==> config.mk <==
export PLATFORM = sky130hd
export DESIGN_NAME = wb_arbiter2
export DESIGN_NICKNAME = d
export VERILOG_FILES = /design/src/rtl/wb_arbiter2_pkg.sv /design/src/rtl/wb_rr_pick2.sv /design/src/rtl/wb_arbiter2.sv
export SDC_FILE = /design/constraint.sdc
export NUM_CORES = 1
export LEC_CHECK = 0
export CORE_AREA = 2 2 125 127
export DETAILED_ROUTE_END_ITERATION = 16
export DIE_AREA = 0 0 127 129
export PLACE_DENSITY_LB_ADDON = 0.08
export REMOVE_ABC_BUFFERS = 1
export SLEW_MARGIN = 20
export SYNTH_ARGS = -nofsm -noshare
export SYNTH_HDL_FRONTEND = slang
export SYNTH_SLANG_ARGS = --single-unit
==> constraint.sdc <==
create_clock -name i_clk -period 2.1 [get_ports i_clk]
set_input_delay 0.315 -clock i_clk [delete_from_list [all_inputs] [get_ports i_clk]]
set_output_delay 0.315 -clock i_clk [all_outputs]
set_load 0.01 [all_outputs]
==> src/rtl/wb_arbiter2_pkg.sv <==
// Shared types for the two-master Wishbone arbiter: FSM state, bundled
// master request, and the state-to-one-hot owner helper.
package wb_arbiter2_pkg;

  typedef enum logic [1:0] {
    ST_IDLE = 2'd0,
    ST_OWN0 = 2'd1,
    ST_OWN1 = 2'd2
  } state_e;

  typedef struct packed {
    logic        cyc;
    logic        stb;
    logic        we;
    logic [31:0] addr;
    logic [31:0] data;
    logic [3:0]  sel;
  } wb_req_t;

  function automatic logic [1:0] owner_onehot(input state_e s);
    case (s)
      ST_OWN0: owner_onehot = 2'b01;
      ST_OWN1: owner_onehot = 2'b10;
      default: owner_onehot = 2'b00;
    endcase
  endfunction

endpackage

==> src/rtl/wb_rr_pick2.sv <==
// Two-way round-robin pick: on a tie the master not granted last wins.
module wb_rr_pick2 (
  input  logic [1:0] req_i,
  input  logic       last_i,
  output logic       vld_o,
  output logic       gnt_o
);

  assign vld_o = |req_i;
  assign gnt_o = (&req_i) ? ~last_i : req_i[1];

endmodule

==> src/rtl/wb_arbiter2.sv <==
// Two-master Wishbone pipelined arbiter onto one shared slave, with an
// outstanding-strobe limit and a no-ack watchdog that forces an err.
module wb_arbiter2
  import wb_arbiter2_pkg::*;
#(
  parameter int MAX_OUTST = 3,
  parameter int TIMEOUT   = 255
) (
  input  logic        i_clk,
  input  logic        i_rst,
  input  logic        i_m0_cyc,
  input  logic        i_m0_stb,
  input  logic        i_m0_we,
  input  logic [31:0] i_m0_addr,
  input  logic [31:0] i_m0_data,
  input  logic [3:0]  i_m0_sel,
  output logic        o_m0_ack,
  output logic        o_m0_err,
  output logic        o_m0_stall,
  output logic [31:0] o_m0_data,
  input  logic        i_m1_cyc,
  input  logic        i_m1_stb,
  input  logic        i_m1_we,
  input  logic [31:0] i_m1_addr,
  input  logic [31:0] i_m1_data,
  input  logic [3:0]  i_m1_sel,
  output logic        o_m1_ack,
  output logic        o_m1_err,
  output logic        o_m1_stall,
  output logic [31:0] o_m1_data,
  output logic        o_s_cyc,
  output logic        o_s_stb,
  output logic        o_s_we,
  output logic [31:0] o_s_addr,
  output logic [31:0] o_s_data,
  output logic [3:0]  o_s_sel,
  input  logic        i_s_ack,
  input  logic        i_s_err,
  input  logic        i_s_stall,
  input  logic [31:0] i_s_data,
  output logic [1:0]  o_owner
);

  localparam logic [2:0] MAX_C = 3'(MAX_OUTST);
  localparam int WDW = (TIMEOUT < 2) ? 1 : $clog2(TIMEOUT);
  localparam logic [WDW-1:0] WD_LAST = WDW'((TIMEOUT == 0) ? 0 : TIMEOUT - 1);

  wb_req_t m0_req, m1_req, own_req;
  state_e  state_q, state_d;
  logic    last_q;
  logic [2:0]     outst_q, outst_d;
  logic [WDW-1:0] wd_q, wd_d;
  logic [1:0]     owner_q;
  logic own0, own1, below_max, accept, resp, wd_fire, pick_vld, pick_gnt;

  assign m0_req = '{cyc: i_m0_cyc, stb: i_m0_stb, we: i_m0_we,
                    addr: i_m0_addr, data: i_m0_data, sel: i_m0_sel};
  assign m1_req = '{cyc: i_m1_cyc, stb: i_m1_stb, we: i_m1_we,
                    addr: i_m1_addr, data: i_m1_data, sel: i_m1_sel};

  assign own0      = (state_q == ST_OWN0);
  assign own1      = (state_q == ST_OWN1);
  assign own_req   = own0 ? m0_req : (own1 ? m1_req : '0);
  assign below_max = (outst_q < MAX_C);

  assign o_s_cyc  = own_req.cyc;
  assign o_s_stb  = own_req.cyc & own_req.stb & below_max;
  assign o_s_we   = own_req.we;
  assign o_s_addr = own_req.addr;
  assign o_s_data = own_req.data;
  assign o_s_sel  = own_req.sel;

  // Responses with nothing in flight are stale (e.g. from a previous owner).
  assign accept  = o_s_stb & ~i_s_stall;
  assign resp    = (i_s_ack | i_s_err) & ((outst_q != 3'd0) | accept);
  assign wd_fire = (TIMEOUT != 0) && (outst_q != 3'd0) && !resp && (wd_q == WD_LAST);

  assign o_m0_ack   = own0 & resp & i_s_ack;
  assign o_m1_ack   = own1 & resp & i_s_ack;
  assign o_m0_err   = own0 & ((resp & i_s_err) | wd_fire);
  assign o_m1_err   = own1 & ((resp & i_s_err) | wd_fire);
  assign o_m0_stall = ~(own0 & ~i_s_stall & below_max);
  assign o_m1_stall = ~(own1 & ~i_s_stall & below_max);
  assign o_m0_data  = own0 ? i_s_data : '0;
  assign o_m1_data  = own1 ? i_s_data : '0;
  assign o_owner    = owner_q;

  wb_rr_pick2 u_pick (
    .req_i  ({i_m1_cyc, i_m0_cyc}),
    .last_i (last_q),
    .vld_o  (pick_vld),
    .gnt_o  (pick_gnt)
  );

  always_comb begin
    state_d = state_q;
    case (state_q)
      ST_IDLE: if (pick_vld) state_d = pick_gnt ? ST_OWN1 : ST_OWN0;
      ST_OWN0: if (!i_m0_cyc) state_d = i_m1_cyc ? ST_OWN1 : ST_IDLE;
      ST_OWN1: if (!i_m1_cyc) state_d = i_m0_cyc ? ST_OWN0 : ST_IDLE;
      default: state_d = ST_IDLE;
    endcase
  end

  always_comb begin
    outst_d = outst_q;
    if (accept && !resp && below_max)          outst_d = outst_q + 3'd1;
    else if (!accept && resp && outst_q != 3'd0) outst_d = outst_q - 3'd1;

    wd_d = (outst_q != 3'd0 && !resp) ? wd_q + 1'b1 : '0;

    if (wd_fire) begin
      outst_d = accept ? 3'd1 : 3'd0;
      wd_d    = '0;
    end
    // Any ownership change abandons whatever the old owner had in flight.
    if (state_d != state_q) begin
      outst_d = '0;
      wd_d    = '0;
    end
  end

  always_ff @(posedge i_clk or posedge i_rst) begin
    if (i_rst) begin
      state_q <= ST_IDLE;
      last_q  <= 1'b1;
      outst_q <= '0;
      wd_q    <= '0;
      owner_q <= '0;
    end else begin
      state_q <= state_d;
      outst_q <= outst_d;
      wd_q    <= wd_d;
      owner_q <= owner_onehot(state_d);
      if (state_d == ST_OWN0)      last_q <= 1'b0;
      else if (state_d == ST_OWN1) last_q <= 1'b1;
    end
  end

endmodule

=== Word level (Yosys, flattened, before mapping) ===
Index checks and enable logic that the tools add are counted.

* Input port bits: 179
* Register bits: 16
* Output and inout bits: 143
* Word-level logic and storage cells: 74

* Eq/ne operators: 6
* Bitwise operators: 22
* Magnitude comparators: 1
* Mux-type cells: 23
* Add/sub/neg operators: 3
* Reductions and logical operators: 14

{| class="wikitable"
|+ Operators by type and width
! cell !! number
|-
| 71-bit two-way mux || 2
|-
| 32-bit two-way mux || 2
|-
| 8-bit two-way mux || 3
|-
| 1-bit AND || 15
|-
| 3-bit two-way mux || 4
|-
| 2-bit two-way mux || 5
|-
| 8-bit by 1-bit adder with 8-bit output, second input constant || 1
|-
| 8-bit == test, second input constant || 1
|-
| 1-bit logical AND || 6
|-
| 2-bit case mux with 3 select lines || 1
|-
| 1-bit two-way mux || 5
|-
| 2-bit by 1-bit == test with 1-bit output, second input constant || 2
|-
| 2-bit == test, second input constant || 2
|-
| 1-bit inverter || 4
|-
| 2-bit case mux with 2 select lines || 1
|-
| 4-bit nonzero test || 1
|-
| 3-bit by 1-bit adder with 3-bit output, second input constant || 1
|-
| 3-bit by 2-bit less-than comparator with 1-bit output, second input constant || 1
|-
| 1-bit OR || 3
|-
| 3-bit nonzero test || 1
|-
| 3-bit by 1-bit subtractor with 3-bit output, second input constant || 1
|-
| 1-bit zero test || 2
|-
| 2-bit zero test || 1
|-
| 2-bit != test || 1
|-
| 3 further kinds || 3
|}

=== Logic depth before layout (Yosys ltp) ===
* Depth after elaboration: 14
* Mapped depth: 9
* Gate-level depth less buffers: 8

=== By module ===
A second synthesis with hierarchy kept.

* Cells, all modules: 270
* Area total of the unflattened synthesis: 2,180.8 um2

{| class="wikitable"
|+ Modules (own cells, without submodules)
! module !! seq. area each (um2) !! times used !! cells each !! area each (um2)
|-
| wb_arbiter2 || 401.6 || 1 || 268 || 2,167.1
|-
| wb_rr_pick2 || 0.0 || 1 || 2 || 13.8
|}

=== Worst setup path before layout ===
No wires, ideal clock.

* Path kind: register to register
* Start: reg outst_q[0]
* End: reg outst_q[2]
* Stages on the path, launching flop included: 8
* Data arrival time: 2,030 ps
* Buffers on the path: 0
* Library setup time: 119 ps
* Data required time: 1,981 ps
* Setup slack: -49 ps
* Clock period less this slack: 2,149 ps
* Cell sequence: dfrtp_1 > a211oi_1 > o21a_1 > nand2_1 > fa_1 > o31ai_1 > xnor2_1 > nor2_1

* Cells in the longest elaborated chain, start to end: 11
* Elaborated cells on any way between the ends: 21
* Classes of those cells: 2 x add/sub; 1 x order compare; 4 x mux; 4 x bitwise; 10 x reduce/logical

{| class="wikitable"
|+ RTL lines
! item !! RTL line !! text
|-
| start: declaration || wb_arbiter2.sv:51 || <nowiki>logic [2:0] outst_q, outst_d;</nowiki>
|-
| start signal: assignment || wb_arbiter2.sv:132 || <nowiki>outst_q <= outst_d;</nowiki>
|-
| 3-bit by 2-bit less-than comparator with 1-bit output || wb_arbiter2.sv:64 || <nowiki>assign below_max = (outst_q < MAX_C);</nowiki>
|-
| 1-bit AND || wb_arbiter2.sv:67 || <nowiki>assign o_s_stb = own_req.cyc & own_req.stb & below_max;</nowiki>
|-
| 1-bit AND || wb_arbiter2.sv:74 || <nowiki>assign accept = o_s_stb & ~i_s_stall;</nowiki>
|-
| 1-bit OR || wb_arbiter2.sv:75 || <nowiki>assign resp = (i_s_ack | i_s_err) & ((outst_q != 3'd0) | accept);</nowiki>
|-
| 1-bit AND || wb_arbiter2.sv:75 ||
|-
| 1-bit zero test || wb_arbiter2.sv:76, wb_arbiter2.sv:107 ||
|-
| 1-bit logical AND (2 in a row) || wb_arbiter2.sv:107 || <nowiki>if (accept && !resp && below_max) outst_d = outst_q + 3'd1;</nowiki>
|-
| 3-bit two-way mux || wb_arbiter2.sv:107 ||
|-
| 3-bit two-way mux || wb_arbiter2.sv:112 || <nowiki>if (wd_fire) begin</nowiki>
|-
| 3-bit two-way mux || wb_arbiter2.sv:117 || <nowiki>if (state_d != state_q) begin</nowiki>
|}

Parallel ways exist; a longest one is shown, timed or not. The select of a mux whose other input is x is not followed.
A chain may end at the register's enable or synchronous reset.

=== Worst setup path in the final report ===
* Start: in i_s_stall
* End: reg outst_q[2]

* Cells in the longest elaborated chain, start to end: 10
* Elaborated cells on any way between the ends: 16
* Classes of those cells: 3 x mux; 4 x bitwise; 9 x reduce/logical

{| class="wikitable"
|+ RTL lines
! item !! RTL line !! text
|-
| start: declaration || wb_arbiter2.sv:39 || <nowiki>input logic i_s_stall,</nowiki>
|-
| 1-bit inverter (*) || wb_arbiter2.sv:74 ||
|-
| 1-bit AND (*) || wb_arbiter2.sv:74 ||
|-
| 1-bit OR || wb_arbiter2.sv:75 ||
|-
| 1-bit AND || wb_arbiter2.sv:75 ||
|-
| 1-bit zero test || wb_arbiter2.sv:76, wb_arbiter2.sv:107 ||
|-
| 1-bit logical AND (2 in a row) || wb_arbiter2.sv:107 ||
|-
| 3-bit two-way mux || wb_arbiter2.sv:107 ||
|-
| 3-bit two-way mux || wb_arbiter2.sv:112 ||
|-
| 3-bit two-way mux || wb_arbiter2.sv:117 ||
|}

Mark *: on every way between the ends. The rest lies on a longest branch, timed or not.

==> results by group <==
GRT
  – Vias in the first global route: 3,203
  – Antenna violations before repair: 0
  – First-pass GRT wire length: 22,200 um
  – GR Overflow Total: 0
  – Largest net degree at the start of global routing: 25
  – Total Routing Usage GR: 18.2%

Run status
  – Status: finished with violations
  – Failing checks: negative setup slack

Final layout
  – Register Area: 403 um^2
  – Commonest non-fill, non-tap cell in the layout: clkdlybuf4s50_1
  – Layout cells sized above 1: 23.7%
  – Fin area: 5920 um^2
  – Area Overhead vs Synth: 188%
  – Final nets: 803
  – Fillcell total: 1,556
  – Area of the multi-input gates: 1640 um^2
  – Most frequent cells in the layout: clkdlybuf4s50_1 (176), a22o_1 (69), clkbuf_2 (67), and2_1 (65), dlygate4sd2_1 (38)
  – Antenna Cells: 0
  – Fin cells: 805
  – Final core occ: 39.6%

Timing
  – Worst Setup Slack, final: -0.0238 ns
  – Maximum clock rate: 471 MHz
  – Fin crit period: 2.12 ns
  – Slew headroom: 57.2%
  – Final period util: 101%
  – Endpoints failing hold: 0
  – Clk_skew: 0.00304 ns
  – RSZ-0062 raised after global routing: yes
  – Endpoints failing setup: 1
  – Slew Viols, Final: 0
  – Slew @ Worst Pin: 0.642 ns
  – Hold slack: 0.459 ns
  – Setup tns final: -0.0238 ns

Die
  – Die Span Y: 129 um
  – Num rows: 45
  – I/O pin total: 322
  – Core area: 15,000 um^2
  – Die ar.: 16,400 um^2
  – Overall die width: 127 um
  – Initial Util: 13.8%

Synth
  – Sequential area share after synthesis: 19.5%
  – Synth Cell Area: 2060 um^2
  – Yosys warns: 0
  – Post-synth ARST share: 100%
  – Post-synthesis area per instance: 7.83 um^2
  – Area fraction of the dominant cell type after synthesis: 29.8%
  – Synth Instances: 263
  – Post-synth cell types: 38
  – Post-synth EDFFs: 0
  – Most area-hungry cell type in the Yosys netlist: a22o_1
  – Seq cells post-synth: 16
  – Main area contributors after synthesis: a22o_1 (30%), and2_1 (20%), dfrtp_1 (18%), nor2_1 (3.6%), clkbuf_1 (3.1%)
  – Primary FF master, synth: dfrtp_1

Clocking
  – Clock Tree Buf Depth: 2
  – CTS root buf: clkbuf_16
  – Clock sinks: 16
  – Clk_lat worst skew: 0.24 ns
  – Hold-fix buffers, CTS: 0
  – CTS Buf Count: 3
  – Reg clk slew, reported paths: 0.05 ns
  – H-tree levels: 1
  – CTS tree: yes

Worst setup path
  – Crit end category: flip-flop
  – Crit path cell chain: clkdlybuf4s50_1 -> a211oi_4 -> buf_6 -> o21a_1 -> nand2_2 -> fa_2 -> o2111ai_4 -> o31ai_4 -> xnor2_1 -> nor2_1
  – Required time of the critical path: 2.23 ns
  – RR Endpoint: outst_q[2]$_DFFE_PP0P_
  – Critical Path Slowest Stage Cell: clkdlybuf4s50_1
  – Crit Path Class: in2reg
  – Critical Path Source Type: input pin
  – Reg-to-Reg Start: state_q[1]$_DFF_PP0_
  – Buf/Inv on CP: 2
  – CP Depth: 10
  – FF-to-FF setup slack: -0.01 ns
  – Crit path max-delay family: compound AO/OA/AOI/OAI gates
  – Critical Path Max Stage Delay: 0.44 ns
  – CP Max Fanout: 4
  – R2R depth: 9
  – Worst EP arrival: 2.25 ns

Detailed routing
  – Drt initial violations: 128
  – WL final: 16,800 um
  – Vias per inst: 4.27
  – Via count: 3,434
  – Initial DRT Pass Iterations: 5
  – DRC errors left: 0
  – Wire length per cell: 20.8 um
  – Antenna viol nets, final: 0

Power
  – Worst vdd ir: 0.000332 V
  – Pleak: 3.14 nW
  – Power Total: 3.30 mW
  – Pwr Density: 557 nW/um^2

Placement
  – Area of placed instances: 5850 um^2
  – Post-DP HPWL: 13,900 um
  – Worst slack at placement: -0.353 ns
  – Placed insts: 787
  – Port bufs: 321
  – GP Congestion: 0.924

Run
  – Max_cap viols: 0

Hold path
  – HP Class: in2async
[registers in the layout (all words and copies together) (netlist names)]
signal,flops
state_q,2
wd_q,8
outst_q,3
last_q,1
o_owner,2
[per-layer routing]
layer / up-vias / routed length (um) / track usage [%]
met5: - / 0 / 0
met1: 1621 / 6680 / 22.4
met3: 14 / 1480 / 5.86
met4: 0 / 163 / 1.49
met2: 136 / 8430 / 32.4
li1: 1663 / - / -
[worst register-to-register path: stages (launching register included)]
cell and delay (ns):
dfrtp_2 0.43, and4b_2 0.35, buf_6 0.13, o21a_1 0.14, nand2_2 0.07, fa_2 0.42
o2111ai_4 0.12, o31ai_4 0.11, xnor2_1 0.17, nor2_1 0.06
[power by group]
part,leakage (nW),switching [mW],internal [mW]
Sequential,0.214,0.0249,0.344
Combinational,2.88,1.13,1.39
Clock,0.0442,0.118,0.289
[synth_stat cells (4+ instances only)]
cell / count
buf_2: 5
clkbuf_1: 17
nand3_1: 4
xor2_1: 5
ha_1: 5
dfrtp_1: 15
and2_1: 65
nor2_1: 20
inv_1: 5
a22o_1: 70
nand2_1: 9
[kinds of logic (layout without fill, tap and decap cells)]
group / after synthesis / in the layout / synth area share [%]
multiplexers: 2 / 2 / 0.972
buffers and inverters: 31 / 385 / 5.95
AO/OA/AOI/OAI: 85 / 85 / 34.5
adder cells (fa/ha/maj): 6 / 6 / 4.01
flip-flops: 16 / 16 / 19.5
AND/OR/NAND/NOR: 115 / 115 / 31.7
XOR/XNOR: 8 / 8 / 3.40
[cell type report]
| cell class | instances | area share (%) |
|---|---|---|
| sequential | 16 | 6.80 |
| clock buffer | 4 | 1.50 |
| tap | 188 | 3.97 |
| multi-input combinational | 216 | 27.8 |
| inverter | 6 | 0.380 |
| timing repair buffer | 375 | 59.6 |
[what timing repair did]
item | in CTS | in global routing
buffers inserted | 3 | 9
cloned | 0 | 2
gates resized for setup | 132 | 188
endpoints found under the setup margin | 142 | 85
pin swaps | 5 | 11
[worst max path at each step]
stage / startpoint / to / slack (ns)
5_1_grt: state_q[0]$_DFF_PP0_ / outst_q[2]$_DFFE_PP0P_ / -0.12
3_5_place_dp: i_m0_stb / o_m0_err / -0.35
3_3_place_gp: i_m0_stb / o_m0_err / -0.38
6_report: i_s_stall / outst_q[2]$_DFFE_PP0P_ / -0.02
4_1_cts: state_q[0]$_DFF_PP0_ / o_s_sel[2] / -0.22
2_1_floorplan: state_q[0]$_DFF_PP0_ / o_s_addr[0] / -2.20
(Power assumes the default switching activity.)
